==> config.mk <==
export PLATFORM = sky130hd
export DESIGN_NAME = program_loader
export DESIGN_NICKNAME = d
export VERILOG_FILES = /design/src/rtl/program_loader.sv
export SDC_FILE = /design/constraint.sdc
export NUM_CORES = 1
export LEC_CHECK = 0
export CAP_MARGIN = 20
export CORE_MARGIN = 8
export CORE_UTILIZATION = 37
export CTS_CLUSTER_DIAMETER = 40
export CTS_CLUSTER_SIZE = 40
export DETAILED_ROUTE_END_ITERATION = 16
export REMOVE_ABC_BUFFERS = 1
export SETUP_SLACK_MARGIN = 0.15
export SYNTH_ARGS = -nofsm -noshare
export SYNTH_HDL_FRONTEND = slang
export SYNTH_SLANG_ARGS = --single-unit
==> constraint.sdc <==
create_clock -name CLK -period 2.1 [get_ports CLK]
set_input_delay 0.63 -clock CLK [delete_from_list [all_inputs] [get_ports CLK]]
set_output_delay 0.63 -clock CLK [all_outputs]
set_load 0.03 [all_outputs]
==> src/rtl/program_loader.sv <==
// program_loader: packs a big-endian byte stream into 32-bit PM writes and holds the CPU in reset until the halt word lands.
// Optional LOADER_CHECKSUM_EN: one trailing XOR checksum byte decides between RUN and ERROR.
module program_loader #(
  parameter int PM_DEPTH = 32,
  parameter logic [31:0] HALT_WORD = 32'hFFFFFFFF
) (
  input  logic CLK,
  input  logic RESET,
  input  logic [7:0] I_RX_DATA,
  input  logic I_RX_VALID,
  output logic O_RX_READY,
  input  logic I_RELOAD,
  output logic O_MIPS_WrPM,
  output logic [31:0] O_MIPS_WrDataPM,
  output logic O_MIPS_RESET,
  output logic [$clog2(PM_DEPTH):0] O_WORD_COUNT,
  output logic O_DONE,
  output logic O_ERROR
);
  localparam int CW = $clog2(PM_DEPTH) + 1;
`ifdef LOADER_CHECKSUM_EN
  typedef enum logic [1:0] {LOAD, RUN, ERROR, CHECK} state_t;
  localparam state_t AFTER_HALT = CHECK;
`else
  typedef enum logic [1:0] {LOAD, RUN, ERROR} state_t;
  localparam state_t AFTER_HALT = RUN;
`endif
  state_t state, state_next;
  logic [1:0] idx;
  logic [23:0] sh;
  logic [31:0] word;
  logic take, take_word, last_word, at_last, reload;
  logic ready_d, reset_d, done_d, error_d;
  assign take = I_RX_VALID & O_RX_READY;
  assign word = {sh, I_RX_DATA};
  assign at_last = O_WORD_COUNT == CW'(PM_DEPTH - 1);
  assign take_word = take & (state == LOAD) & (idx == 2'd3);
  // ready drops while the terminating word's strobe is in flight so no stray byte is swallowed
  assign last_word = take_word & ((word == HALT_WORD) | at_last);
  assign reload = I_RELOAD & ((state == RUN) | (state == ERROR));
`ifdef LOADER_CHECKSUM_EN
  logic [7:0] sum;
  logic got, ok;
  always_ff @(posedge CLK) begin
    if (RESET | reload) begin
      sum <= '0;
      got <= 1'b0;
      ok <= 1'b0;
    end else begin
      if (take & (state == LOAD)) sum <= sum ^ I_RX_DATA;
      got <= take & (state == CHECK);
      ok <= I_RX_DATA == sum;
    end
  end
`endif
  always_ff @(posedge CLK) begin
    if (RESET) begin
      state <= LOAD;
      O_RX_READY <= 1'b1;
      O_MIPS_RESET <= 1'b1;
      O_DONE <= 1'b0;
      O_ERROR <= 1'b0;
    end else begin
      state <= state_next;
      O_RX_READY <= ready_d;
      O_MIPS_RESET <= reset_d;
      O_DONE <= done_d;
      O_ERROR <= error_d;
    end
  end
  // word count still holds the pre-write value during the strobe, so at_last marks the final slot
  always_comb begin
    state_next = state;
    if (state == LOAD)
      state_next = !O_MIPS_WrPM ? LOAD : (O_MIPS_WrDataPM == HALT_WORD) ? AFTER_HALT : at_last ? ERROR : LOAD;
`ifdef LOADER_CHECKSUM_EN
    else if (state == CHECK)
      state_next = !got ? CHECK : ok ? RUN : ERROR;
`endif
    else if (reload)
      state_next = LOAD;
  end
  always_comb begin
    ready_d = (state_next == LOAD) & !last_word;
`ifdef LOADER_CHECKSUM_EN
    if (state_next == CHECK) ready_d = !(take & (state == CHECK));
`endif
    reset_d = state_next != RUN;
    done_d = state_next == RUN;
    error_d = state_next == ERROR;
  end
  always_ff @(posedge CLK) begin
    if (RESET) begin
      idx <= '0;
      sh <= '0;
      O_MIPS_WrPM <= 1'b0;
      O_MIPS_WrDataPM <= '0;
      O_WORD_COUNT <= '0;
    end else begin
      O_MIPS_WrPM <= take_word;
      if (take_word) O_MIPS_WrDataPM <= word;
      if (take & (state == LOAD)) begin
        idx <= idx + 2'd1;
        sh <= {sh[15:0], I_RX_DATA};
      end
      if (reload) begin
        idx <= '0;
        O_WORD_COUNT <= '0;
      end else begin
        O_WORD_COUNT <= O_WORD_COUNT + CW'(O_MIPS_WrPM);
      end
    end
  end
endmodule

### After elaboration in Yosys (flattened, before gate mapping)

Cells that the tools add are included.

* add/subtract/negate cells: 2
* multipliers: 0
* div/mod/pow operators: 0
* magnitude comparators: 0
* equality and inequality tests: 9
* shift-type cells: 0
* mux-type cells: 5
* bitwise gates (word level): 8
* reductions and logical operators: 4

Operators with widths (number)
* 32-bit == test (second input constant): 2
* 2-bit 2-to-1 mux: 5
* 6-bit by 1-bit adder with 6-bit output: 1
* 1-bit bitwise AND: 6
* 2-bit == test (second input constant): 3
* 6-bit by 5-bit == test with 1-bit output (second input constant): 1
* 2-bit by 1-bit == test with 1-bit output (second input constant): 2
* 2-bit logical NOT: 2
* 2-bit by 1-bit adder with 2-bit output (second input constant): 1
* 2-bit by 1-bit != test with 1-bit output (second input constant): 1
* 1-bit bitwise OR: 2
* 2-bit OR reduction: 1
* 1-bit logical NOT: 1

* flip-flop bits (word level): 71
* latch bits: 0
* memory bits (writable): 0
* memory bits (read-only): 0
* input bits: 12
* output and inout bits: 43
* word-level logic and storage cells: 38
* memories kept: 0

### Logic depth before layout (Yosys ltp)

* depth in word-level cells: 7
* gate-level depth with buffers: 9
* gate-level depth less buffers: 6

### Worst setup path before layout

Ideal clock, no wire load.

* path type: input port to flip-flop
* start: input I_RX_VALID
* end: register O_MIPS_WrDataPM[14]
* data arrival time: 1438 ps
* data required time: 1958 ps
* path slack: 520 ps
* stages on the path: 7
* buffers on the path: 3
* cells stage by stage: and3_1 -> buf_4 -> and2_4 -> buf_6 -> buf_6 -> nand2_1 -> a21oi_2

* longest elaborated chain between the ends: 3

RTL lines
* from (decl): line 10 `input logic I_RX_VALID,`
* 1-bit bitwise AND: line 34 `assign take = I_RX_VALID & O_RX_READY;`
* 1-bit bitwise AND (2 in a row): line 37 `assign take_word = take & (state == LOAD) & (idx == 2'd3);`
* to (signal assigned): line 101 `if (take_word) O_MIPS_WrDataPM <= word;`
* to (decl): line 14 `output logic [31:0] O_MIPS_WrDataPM,`

Every way passes these cells.
A chain may end at the register's enable or synchronous reset.

### Final worst setup path

* start: register O_WORD_COUNT[2]
* end: output O_WORD_COUNT[2]

RTL lines
* from (decl): line 16 `output logic [$clog2(PM_DEPTH):0] O_WORD_COUNT,`
* from (signal assigned): line 110 `O_WORD_COUNT <= O_WORD_COUNT + CW'(O_MIPS_WrPM);`

No word-level cell between the ends.

==> results.sh <==
export IMPL_outcome="finished clean"
export IMPL_internal_power_consumption_mw=2.02
export IMPL_critical_path_endpoint_type="primary output"
export IMPL_totalWireLength_um=6810
export IMPL_timing_critical_path_slowest_stage_cell="dlygate4sd2_1"
export IMPL_groute_usage_overall=0.134
export IMPL_syn_mean_instance_area_um2=8.36
export IMPL_crit_reg2reg_capture="O_RX_READY"
export IMPL_numPortBuffers=54
export IMPL_synth_top_area_frac=0.518
export IMPL_power_frac_seq=0.533
export IMPL_drv_cap=0
export IMPL_synth_cell_types=28
export IMPL_clockBufferDepth=2
export IMPL_dr_first_iter_drc_count=135
export IMPL_proportion_of_layout_cells_with_a_drive_suffix_above_1=0.121
export IMPL_seq_area_frac_synth=0.518
export IMPL_worst_r2r_startpoint="O_MIPS_WrDataPM[12]"
export IMPL_timing_final_crit_period_ns=1.83
export IMPL_crit_end="O_WORD_COUNT[2]"
export IMPL_first_global_vias=2237
export IMPL_worst_setup_path_startpoint="O_WORD_COUNT[2]"
export IMPL_critical_path_class="flop to primary output"
export IMPL_final_setup_skew_ns=0.00747
export IMPL_grt_first_pass_wirelength_um=10900
export IMPL_power_clock_fraction=0.419
export IMPL_drt_pre_antenna_iters=4
export IMPL_die_wd_um=102
export IMPL_route_detailed_drc=0
export IMPL_power_density_cell_area_nw_per_um2=740
export IMPL_crit_fanout=5
export IMPL_report_final_hold_viol_count=0
export IMPL_final_net_count=400
export IMPL_comb_power_share=0.049
export IMPL_max_slew_margin_rel=0.674
export IMPL_cp_top_family="buffers and inverters"
export IMPL_synth_area_um2=2740
export IMPL_static_leakage_power_nw=1.37
export IMPL_worst_setup_path_start_kind="flop"
export IMPL_tritoncts="yes"
export IMPL_ant_nets=0
export IMPL_path_depth=1
export IMPL_period_share=0.869
export IMPL_globalRouteOverflowTotal=0
export IMPL_worst_ir_drop_vdd_uv=350
export IMPL_synth_largest_area_cell="dfxtp_1"
export IMPL_critical_path_n_buffers_inverters=1
export IMPL_timing_final_setup_violations=0
export IMPL_clkTransAtPathRegs_ns=0.08
export IMPL_cp_cell_sequence="dlygate4sd2_1"
export IMPL_number_of_vias_after_detailed_routing=2374
export IMPL_yosys_top_cells_area="dfxtp_1 (52%), nand2_1 (17%), a21oi_1 (8.0%), a21oi_2 (5.1%), nand4_1 (3.7%)"
export IMPL_fp_coreArea_um2=7210
export IMPL_io_pins=55
export IMPL_cts_hold_buffers_added=0
export IMPL_r2r_slack_ns=0.41
export IMPL_row_count=31
export IMPL_cts_made_buffers=9
export IMPL_flow_area_growth_from_synthesis_pct=28.3
export IMPL_crit_required_ns=1.47
export IMPL_effective_utilization_at_floorplan=0.380
export IMPL_worst_r2r_path_depth=6
export IMPL_timing_final_max_slew_violations=0
export IMPL_place_detailed_hpwl_um=4910
export IMPL_post_dp_cell_area_um2=3380
export IMPL_clock_root_buffer="clkbuf_8"
export IMPL_synth_seq_cells=71
export IMPL_grt_start_max_net_pins=34
export IMPL_gp_routability_congestion=0.799
export IMPL_critical_path_max_stage_delay_ns=0.43
export IMPL_initial_antenna_violation_count=0
export IMPL_clk_insertion_delay_late_ns=0.34
export IMPL_routed_wire_length_per_instance_um=14.0
export IMPL_sw_frac_of_total=0.226
export IMPL_layout_filler_cells=751
export IMPL_post_route_util=0.488
export IMPL_cts_htree_levels=3
export IMPL_tightestPinTransition_ns=0.485
export IMPL_dp_slack_ns=-0.00328
export IMPL_rsz0062_at_grt="false"
export IMPL_final_critical_path_setup_slack_ns=0.275
export IMPL_num_antenna_cells=0
export IMPL_vias_per_cell=4.87
export IMPL_die_area_um2=10400
export IMPL_min_path_type="flop to flop"
export IMPL_dieHeight_um=102
export IMPL_worstPathArrival_ns=1.20
export IMPL_finish_instance_area_um2=3520
export IMPL_yosysWarnings=0
export IMPL_postSynthCellCount=328
export IMPL_clkSinkCount=71
export IMPL_fmaxAchievable_mhz=548
export IMPL_net_switching_power_mw=0.587
worst min path at each step:
| stage | start | end | cells past startpoint |
|---|---|---|---|
| finish | O_MIPS_WrDataPM[25] | O_MIPS_WrDataPM[25] | 2 |
| global route | idx[1] | idx[1] | 2 |
| CTS | sh[22] | sh[22] | 2 |
| detailed placement | O_MIPS_WrDataPM[1] | O_MIPS_WrDataPM[1] | 2 |
| global placement | idx[1] | idx[1] | 2 |
| floorplan | sh[18] | O_MIPS_WrDataPM[26] | 2 |
cells in the final DEF (no fill, tap or decap), drive strengths merged, types with 2 or more instances in the layout:
master and n:
xnor2 3, nand2 121, and2 6, ha 4
buf 11, clkinv 3, a21oi 60, dfxtp 71
clkbuf 11, dlygate4sd2 43, inv 2, clkdlybuf4s50 10
nand4 16, nand3 3, nor2 9, nor4 4
xor2 2
layer usage:
metal	wire length (µm)	part of all wire	vias to the layer above	GRT usage
met5	0	0	-	0
met4	129	0.019	0	0.0688
met3	432	0.063	11	0.0381
met2	3020	0.44	52	0.200
met1	3230	0.47	1104	0.171
li1	-	-	1207	-
per-stage QoR:
stage | power (mW) | hold slack (ns) | setup TNS [ns] | instances
after global routing | 2.70 | 0.494 | 0 | 487
after floorplan | 1.46 | 0.439 | -4.15 | 309
after CTS | 2.63 | 0.477 | 0 | 487
after detailed placement | 1.55 | 0.467 | -0.00328 | 472
after global placement | 1.55 | 0.455 | 0 | 472
final | 2.60 | 0.473 | 0 | 487
cell families (layout without fill, tap and decap cells):
logic type               count (synthesis)  after routing  share of synthesized area
XOR/XNOR                                 5              5                     0.0160
flip-flops                              71             71                      0.518
AND/OR/NAND/NOR                        162            162                      0.258
buffers and inverters                   21             81                     0.0438
AO/OA/AOI/OAI                           65             65                      0.146
adder cells (fa/ha/maj)                  4              4                     0.0183
repair_timing:
action                     in CTS  in global routing
gates resized for setup        43                  0
setup endpoints to repair      43                  0
setup buffers                   0                  0
Yosys cell counts:
| library cell | number |
|---|---|
| a31oi_1 | 1 |
| nor4_2 | 1 |
| nor2_1 | 8 |
| a21o_1 | 1 |
| buf_6 | 4 |
| buf_4 | 1 |
| clkbuf_1 | 8 |
| a2111o_1 | 1 |
| a21oi_2 | 16 |
| and3_1 | 1 |
| nand3_1 | 3 |
| nand4_1 | 16 |
| nor3b_2 | 1 |
| ha_1 | 4 |
| a21oi_1 | 44 |
| and2_1 | 4 |
| o21ai_0 | 1 |
| nor4_1 | 3 |
| and2_4 | 2 |
| nand2_1 | 121 |
| xnor2_1 | 3 |
| a32oi_1 | 1 |
| buf_2 | 6 |
| nor2_2 | 1 |
| nand4b_1 | 1 |
| xor2_1 | 2 |
| inv_1 | 2 |
| dfxtp_1 | 71 |
cell type report:
type	count	area, µm²	area share
clock inverters	4	45.0	0.0128
well taps	99	124	0.0352
flip-flops and latches	71	1420	0.404
clock buffers	11	151	0.0430
inverters	2	7.51	0.00213
multi-input cells	236	1200	0.341
repair buffers	64	569	0.162
flip-flops by register name, summed over array words and instances (netlist names):
name / count
O_DONE: 1
O_ERROR: 1
O_MIPS_RESET: 1
O_MIPS_WrDataPM: 32
O_MIPS_WrPM: 1
O_RX_READY: 1
O_WORD_COUNT: 6
idx: 2
sh: 24
state: 2
power by group through the flow:
stage	combinational, mW	sequential, mW	clock [mW]
3_5_place_dp	0.129	1.42	0
2_1_floorplan	0.0447	1.42	0
6_report	0.127	1.39	1.09
3_3_place_gp	0.127	1.42	0
4_1_cts	0.127	1.39	1.12
5_1_grt	0.138	1.39	1.17
tightest hold or removal path: stages (launching register included):
cell     delay, ns
dfxtp_1       0.32
nand2_1       0.05
a21oi_1       0.05
No activity file was read; power rests on OpenSTA's default activity.
